===== src/rtl/reorder_buffer.sv =====
// rtl/reorder_buffer.sv - circular in-order reorder buffer with operand lookup, retirement and flush
// Entries retire one per cycle from head; a mispredicting retirement flushes the whole buffer one cycle later.
module reorder_buffer #(
  parameter int RoB_WIDTH = 4,
  parameter int RoB_SIZE  = 1 << RoB_WIDTH,
  parameter int NON_DEP   = 1 << RoB_WIDTH
) (
  input  logic                 clk_in,
  input  logic                 rst_in,
  input  logic                 rdy_in,
  input  logic                 alloc_en,
  input  logic [1:0]           alloc_type,
  input  logic [4:0]           alloc_rd,
  input  logic [31:0]          alloc_pc,
  input  logic                 alloc_pred_taken,
  input  logic [31:0]          alloc_pred_target,
  output logic [RoB_WIDTH-1:0] alloc_index,
  output logic                 isFull,
  output logic                 isEmpty,
  input  logic                 wb_en,
  input  logic [RoB_WIDTH-1:0] wb_index,
  input  logic [31:0]          wb_data,
  input  logic [RoB_WIDTH:0]   query_j_index,
  output logic                 query_j_ready,
  output logic [31:0]          query_j_data,
  input  logic [RoB_WIDTH:0]   query_k_index,
  output logic                 query_k_ready,
  output logic [31:0]          query_k_data,
  output logic                 commit_en,
  output logic [4:0]           commit_rd,
  output logic [31:0]          commit_data,
  output logic [RoB_WIDTH-1:0] commit_index,
  output logic                 store_commit_en,
  output logic [RoB_WIDTH-1:0] store_commit_index,
  output logic                 flush_signal,
  output logic [31:0]          redirect_pc
);

  localparam logic [1:0] TYPE_REG  = 2'd0;
  localparam logic [1:0] TYPE_BR   = 2'd1;
  localparam logic [1:0] TYPE_JALR = 2'd2;
  localparam logic [1:0] TYPE_ST   = 2'd3;
  localparam logic [RoB_WIDTH:0] NO_DEP_TAG = (RoB_WIDTH + 1)'(NON_DEP);
  localparam logic [RoB_WIDTH:0] FULL_COUNT = (RoB_WIDTH + 1)'(RoB_SIZE);

  logic [RoB_WIDTH-1:0] head;
  logic [RoB_WIDTH-1:0] tail;
  logic [RoB_WIDTH:0]   count;

  logic [RoB_SIZE-1:0] ent_valid;
  logic [RoB_SIZE-1:0] ent_ready;
  logic [RoB_SIZE-1:0] ent_pred_taken;
  logic [1:0]          ent_type        [RoB_SIZE];
  logic [4:0]          ent_rd          [RoB_SIZE];
  logic [31:0]         ent_pc          [RoB_SIZE];
  logic [31:0]         ent_pred_target [RoB_SIZE];
  logic [31:0]         ent_data        [RoB_SIZE];
  logic [31:0]         ent_target      [RoB_SIZE];

  logic        running;
  logic        do_alloc;
  logic        do_commit;
  logic        wb_hit;
  logic        head_taken;
  logic        head_mispredict;
  logic [31:0] head_link;
  logic [31:0] head_redirect;

  assign alloc_index = tail;
  assign isFull      = (count == FULL_COUNT);
  assign isEmpty     = (count == '0);

  // A pending flush owns the cycle: nothing else is allowed to touch the buffer.
  assign running   = rdy_in && !flush_signal;
  assign do_alloc  = running && alloc_en && !isFull;
  assign wb_hit    = running && wb_en && ent_valid[wb_index];
  assign do_commit = running && ent_valid[head] && ent_ready[head];

  always_comb begin
    head_link       = ent_pc[head] + 32'd4;
    head_taken      = ent_data[head][0];
    head_mispredict = 1'b0;
    head_redirect   = 32'd0;
    case (ent_type[head])
      TYPE_BR: begin
        head_mispredict = (head_taken != ent_pred_taken[head]);
        head_redirect   = head_taken ? ent_pred_target[head] : head_link;
      end
      TYPE_JALR: begin
        head_mispredict = (ent_target[head] != ent_pred_target[head]);
        head_redirect   = ent_target[head];
      end
      default: ;
    endcase
  end

  always_comb begin
    query_j_ready = 1'b0;
    query_j_data  = 32'd0;
    if (query_j_index == NO_DEP_TAG) begin
      query_j_ready = 1'b0;
    end else if (wb_en && wb_index == query_j_index[RoB_WIDTH-1:0]) begin
      query_j_ready = 1'b1;
      query_j_data  = wb_data;
    end else if (ent_valid[query_j_index[RoB_WIDTH-1:0]] && ent_ready[query_j_index[RoB_WIDTH-1:0]]) begin
      query_j_ready = 1'b1;
      query_j_data  = ent_data[query_j_index[RoB_WIDTH-1:0]];
    end
  end

  always_comb begin
    query_k_ready = 1'b0;
    query_k_data  = 32'd0;
    if (query_k_index == NO_DEP_TAG) begin
      query_k_ready = 1'b0;
    end else if (wb_en && wb_index == query_k_index[RoB_WIDTH-1:0]) begin
      query_k_ready = 1'b1;
      query_k_data  = wb_data;
    end else if (ent_valid[query_k_index[RoB_WIDTH-1:0]] && ent_ready[query_k_index[RoB_WIDTH-1:0]]) begin
      query_k_ready = 1'b1;
      query_k_data  = ent_data[query_k_index[RoB_WIDTH-1:0]];
    end
  end

  // Payload needs no reset: it is only observed through valid/ready.
  always_ff @(posedge clk_in) begin
    if (do_alloc) begin
      ent_type[tail]        <= alloc_type;
      ent_rd[tail]          <= alloc_rd;
      ent_pc[tail]          <= alloc_pc;
      ent_pred_taken[tail]  <= alloc_pred_taken;
      ent_pred_target[tail] <= alloc_pred_target;
    end
    if (wb_hit) begin
      ent_data[wb_index]   <= (ent_type[wb_index] == TYPE_JALR) ? ent_pc[wb_index] + 32'd4 : wb_data;
      ent_target[wb_index] <= wb_data;
    end
  end

  always_ff @(posedge clk_in or posedge rst_in) begin
    if (rst_in) begin
      head               <= '0;
      tail               <= '0;
      count              <= '0;
      ent_valid          <= '0;
      ent_ready          <= '0;
      commit_en          <= 1'b0;
      commit_rd          <= 5'd0;
      commit_data        <= 32'd0;
      commit_index       <= '0;
      store_commit_en    <= 1'b0;
      store_commit_index <= '0;
      flush_signal       <= 1'b0;
      redirect_pc        <= 32'd0;
    end else if (rdy_in) begin
      commit_en       <= 1'b0;
      store_commit_en <= 1'b0;
      flush_signal    <= 1'b0;
      if (flush_signal) begin
        head      <= '0;
        tail      <= '0;
        count     <= '0;
        ent_valid <= '0;
        ent_ready <= '0;
      end else begin
        if (wb_hit) begin
          ent_ready[wb_index] <= 1'b1;
        end
        if (do_alloc) begin
          ent_valid[tail] <= 1'b1;
          ent_ready[tail] <= 1'b0;
          tail            <= tail + 1'b1;
        end
        if (do_commit) begin
          ent_valid[head] <= 1'b0;
          ent_ready[head] <= 1'b0;
          head            <= head + 1'b1;
          case (ent_type[head])
            TYPE_REG, TYPE_JALR: begin
              // jalr data already holds the link value pc+4
              commit_en    <= 1'b1;
              commit_rd    <= ent_rd[head];
              commit_data  <= ent_data[head];
              commit_index <= head;
            end
            TYPE_ST: begin
              store_commit_en    <= 1'b1;
              store_commit_index <= head;
            end
            default: ;
          endcase
          if (head_mispredict) begin
            flush_signal <= 1'b1;
            redirect_pc  <= head_redirect;
          end
        end
        case ({do_alloc, do_commit})
          2'b10:   count <= count + 1'b1;
          2'b01:   count <= count - 1'b1;
          default: ;
        endcase
      end
    end
  end

endmodule

===== config.mk =====
export PLATFORM = sky130hd
export DESIGN_NAME = reorder_buffer
export DESIGN_NICKNAME = d
export VERILOG_FILES = /design/src/rtl/reorder_buffer.sv
export SDC_FILE = /design/constraint.sdc
export NUM_CORES = 2
export LEC_CHECK = 0
export ABC_AREA = 1
export BUFFER_PORTS_ARGS = -buffer_cell sky130_fd_sc_hd__buf_2
export CAP_MARGIN = 30
export CORE_ASPECT_RATIO = 0.6
export CORE_UTILIZATION = 40
export CTS_CLUSTER_DIAMETER = 120
export CTS_CLUSTER_SIZE = 12
export DETAILED_ROUTE_END_ITERATION = 8
export RECOVER_POWER = 100
export SLEW_MARGIN = 10
export SYNTH_ARGS = -nofsm -noshare
export SYNTH_HDL_FRONTEND = slang
export SYNTH_SLANG_ARGS = --single-unit

===== constraint.sdc =====
create_clock -name clk_in -period 5.9 [get_ports clk_in]
set_clock_uncertainty 0.1 [all_clocks]
set_input_delay 1.475 -clock clk_in [delete_from_list [all_inputs] [get_ports clk_in]]
set_output_delay 1.475 -clock clk_in [all_outputs]
set_load 0.01 [all_outputs]

==> summary.md <==
| Metric | Value |
|---|---|
| Core area | 276000 um2 |
| Nets | 12.3k |
| Worst path cell trace | clkbuf_2, nand2_1, clkinv_1, buf_4, nand2_1, o21ai_0, o21ai_0, a41oi_1, nand2_1, nor2_1, clkbuf_2 |
| Area leader, netlist | edfxtp_1 |
| Required time worst endpoint | 6330 ps |
| Multi-input logic area | 35700 um2 |
| # DRC | 0 |
| CTS Hold Buffers Added | 0 |
| Yosys top cell area share | 58.6% |
| Max Cap Violations | 35 |
| Design Area, Final | 124000 um2 |
| Reg area | 68500 um2 |
| Share of layout cells above drive strength 1 | 5.65% |
| Synth top area cells | edfxtp_1 59%, nand2_1 11%, o21ai_0 6.0% |
| Asr flop ratio synth | 5.43% |
| Met2 Track Usage GR | 43.7% |
| Top FF cell, synth | edfxtp_1 |
| Gp weighted congestion | 0.967 |
| Status | finished with violations |
| Largest net degree at the start of global routing | 188 |
| RSZ-0062 raised after global routing | false |
| Initial antenna violation count | 58 |
| HP Class | register to register |
| WHS | 384 ps |
| Placed Instance Area | 119000 um2 |
| PwrDens | 447 nW/um2 |
| DRT iter0 DRCs | 15.4k |
| Area grow syn2layout | 10.7% |
| CP dominant cell by count | nand2_1 |
| Reg2reg end | ent_pred_target[10][8]$_DFFE_PP_ |
| Crit path max fanout | 20 |
| Fill count | 26.0k |
| Final setup viols | 40 |
| Endpoints failing hold | 0 |
| Min Tclk post-route | 5990 ps |
| Drt via density | 5.92 |
| Gate Count Post-Synth | 12.0k |
| Failing checks | max-capacitance violations, max-slew violations, negative setup slack |
| Met1 usage | 44.2% |
| Slew Viols, Final | 1140 |
| Hold_sp | commit_en$_DFFE_PP0P_ |
| Wirelength per Cell | 28.1 um |
| Busiest grt layer | met1 |
| Synthesized area | 112000 um2 |
| Critical path class | primary input to register |
| Global route total overflow | 0 |
| Met3 Track Usage GR | 9.09% |
| Fmax | 167 MHz |
| CP max stage delay | 990 ps |
| Worst-Skew Late Latency | 930 ps |
| Synth Register Bits | 2301 |
| Worst relative slew slack | -140% |
| Antenna Nets Post-Route | 0 |
| Tot GR Track Use | 30.9% |
| Mux share of post-synthesis cell area | 0% |
| CTS tree | built |
| Final cycle utilization of the critical path | 101% |
| Die ar. | 281000 um2 |
| Num Clock Sinks | 2301 |
| Drt pass-1 iters | 7 |
| Synth Area in Simple Gates | 18.0% |
| Setup ws final | -87.4 ps |
| Most frequent cells in the layout | 3252 x nand2_1, 2176 x edfxtp_1, 1329 x o21ai_0 |
| Post-synthesis sequential area ratio | 61.4% |
| Die width | 684 um |
| Vias in the first global route | 86.1k |
| IO Port Bufs | 274 |
| Most common cell after layout, fill and taps aside | nand2_1 |
| Synthesized area per cell | 9.29 um2 |
| Vias after detailed routing | 94.5k |
| Type of origin of the critical path | primary input |
| Adder-Cell Fraction of Synth Area | 0.209% |
| Dpl hpwl | 279000 um |
| R2R Path Start | flush_signal$_DFFE_PP0P_ |
| CP endpoint kind | register |
| Hold path cells | 2 |
| Largest family of logic cells by synthesized area | simple AND/OR/NAND/NOR gates |
| Num ports | 275 |
| Pleak | 47.3 nW |
| Syn Nets | 12.2k |
| Worst Path Arrival | 6420 ps |
| Die Span Y | 411 um |
| Root Buffer | clkbuf_16 |
| Slowest cell on crit path | nor2_1 |
| Worst-path clk slew | 70 ps |
| Detailed-route wire length | 449000 um |
| Slew @ Worst Pin | 3580 ps |
| Post-synth EDFFs | 2176 |
| Worst setup path start | wb_index[1] |
| Peak supply drop | 0.000593 V |
| Worst reg-to-reg setup slack | 60 ps |
| Yosys cell types | 53 |
| Syn. warnings | 0 |
| XOR/XNOR Fraction of Synth Area | 0.196% |
| Compound-gate portion of the synthesized area | 13.6% |
| R2R cell count | 7 |
| WHS Endpoint | commit_en$_DFFE_PP0P_ |
| Initial cell density of the core | 40.4% |
| Row cnt | 149 |
| Total CTS buffers | 217 |
| H-tree levels | 4 |
| First-pass GRT wire length | 632000 um |
| Fin util | 44.7% |
| Clock tree buffer depth | 4 |
metal layers:
| metal | up-vias | routed length (um) |
|---|---|---|
| met5 | - | 173 |
| met2 | 6775 | 182000 |
| met3 | 1162 | 62900 |
| met1 | 45294 | 182000 |
| met4 | 28 | 21200 |
| li1 | 41240 | - |
report_power, final:
part           internal (mW)  total (mW)  leakage, nW  switching [mW]
Sequential              18.8        19.3         21.3           0.559
Clock                   6.76        13.0         2.85            6.28
Combinational           5.40        22.8         23.2            17.4
Total                   30.9        55.2         47.3            24.3
layout make-up:
cell class	count	area share (%)
Antenna cell	26	0.0527
Clock buffer	324	4.74
Inverter	1039	3.20
Sequential cell	2301	55.4
Timing Repair Buffer	679	3.83
Tap cell	3699	3.75
Multi-Input combinational cell	7898	28.9
Clock inverter	7	0.0699
kinds of logic after synthesis:
| family | after synthesis |
|---|---|
| AOI/OAI and AO/OA | 2775 |
| xor gates and xnor gates | 25 |
| adders and majority gates | 18 |
| buffers and inverters | 1812 |
| DFF | 2301 |
| and+or+nand+nor | 5080 |
how the worst max path moves through the flow:
stage | endpoint | slack [ps] | depth (start not counted)
2_1_floorplan | ent_ready[13]$_DFFE_PP0P_ | -400 | 12
3_3_place_gp | query_k_data[25] | -10 | 11
3_5_place_dp | query_k_data[25] | -2 | 11
4_1_cts | query_k_data[25] | 150 | 11
5_1_grt | ent_data[1][26]$_DFFE_PP_ | 30 | 12
6_report | ent_data[15][31]$_DFFE_PP_ | -90 | 11
cell usage after synthesis, types with 19 or more instances:
cell type and count:
buf_1 88, buf_2 250, nand3_1 552, a211oi_1 20, nand4_1 46, buf_6 37, clkbuf_1 372, nor2_1 1158
inv_1 1017, a21oi_1 802, buf_4 26, nor3_1 35, dfrtp_1 125, o311ai_0 124, o21ai_1 81, o21ai_0 1331
edfxtp_1 2176, a22oi_1 51, a221oi_1 19, nand2_1 3253, o22ai_1 294
stage by stage:
| stage | instances | worst slack (ps) | TNS, ps | total power, mW |
|---|---|---|---|---|
| 2_1_floorplan | 12011 | -405 | -272510 | 32.4 |
| 3_3_place_gp | 15602 | -9.58 | -9.58 | 41.5 |
| 3_5_place_dp | 15614 | -2.12 | -2.12 | 41.7 |
| 4_1_cts | 15945 | 147 | 0 | 54.6 |
| 5_1_grt | 15957 | 27.6 | 0 | 57.3 |
| 6_report | 15973 | -87.4 | -1820 | 55.2 |
repair_timing:
action | 4_1_cts | 5_1_grt
buffers inserted | 0 | 0
setup endpoints to repair | 1 | 0
gates resized for setup | 1 | 0
registers in the layout (all words and copies together) (netlist names):
| signal | count |
|---|---|
| ent_pc | 512 |
| ent_ready | 16 |
| ent_target | 512 |
| redirect_pc | 32 |
| commit_data | 32 |
| ent_rd | 80 |
| ent_valid | 16 |
| commit_en | 1 |
| store_commit_en | 1 |
| store_commit_index | 4 |
| ent_type | 32 |
| alloc_index | 4 |
| ent_pred_target | 512 |
| head | 4 |
| flush_signal | 1 |
| ent_data | 512 |
| ent_pred_taken | 16 |
| count | 5 |
| commit_index | 4 |
| commit_rd | 5 |
worst max-delay path, delay by kind of cell:
kind            cells  cell delay (ps)
buf+inv             4             1880
simple gates        4             2260
compound gates      3              770
Power figures use the tool's default switching activity.
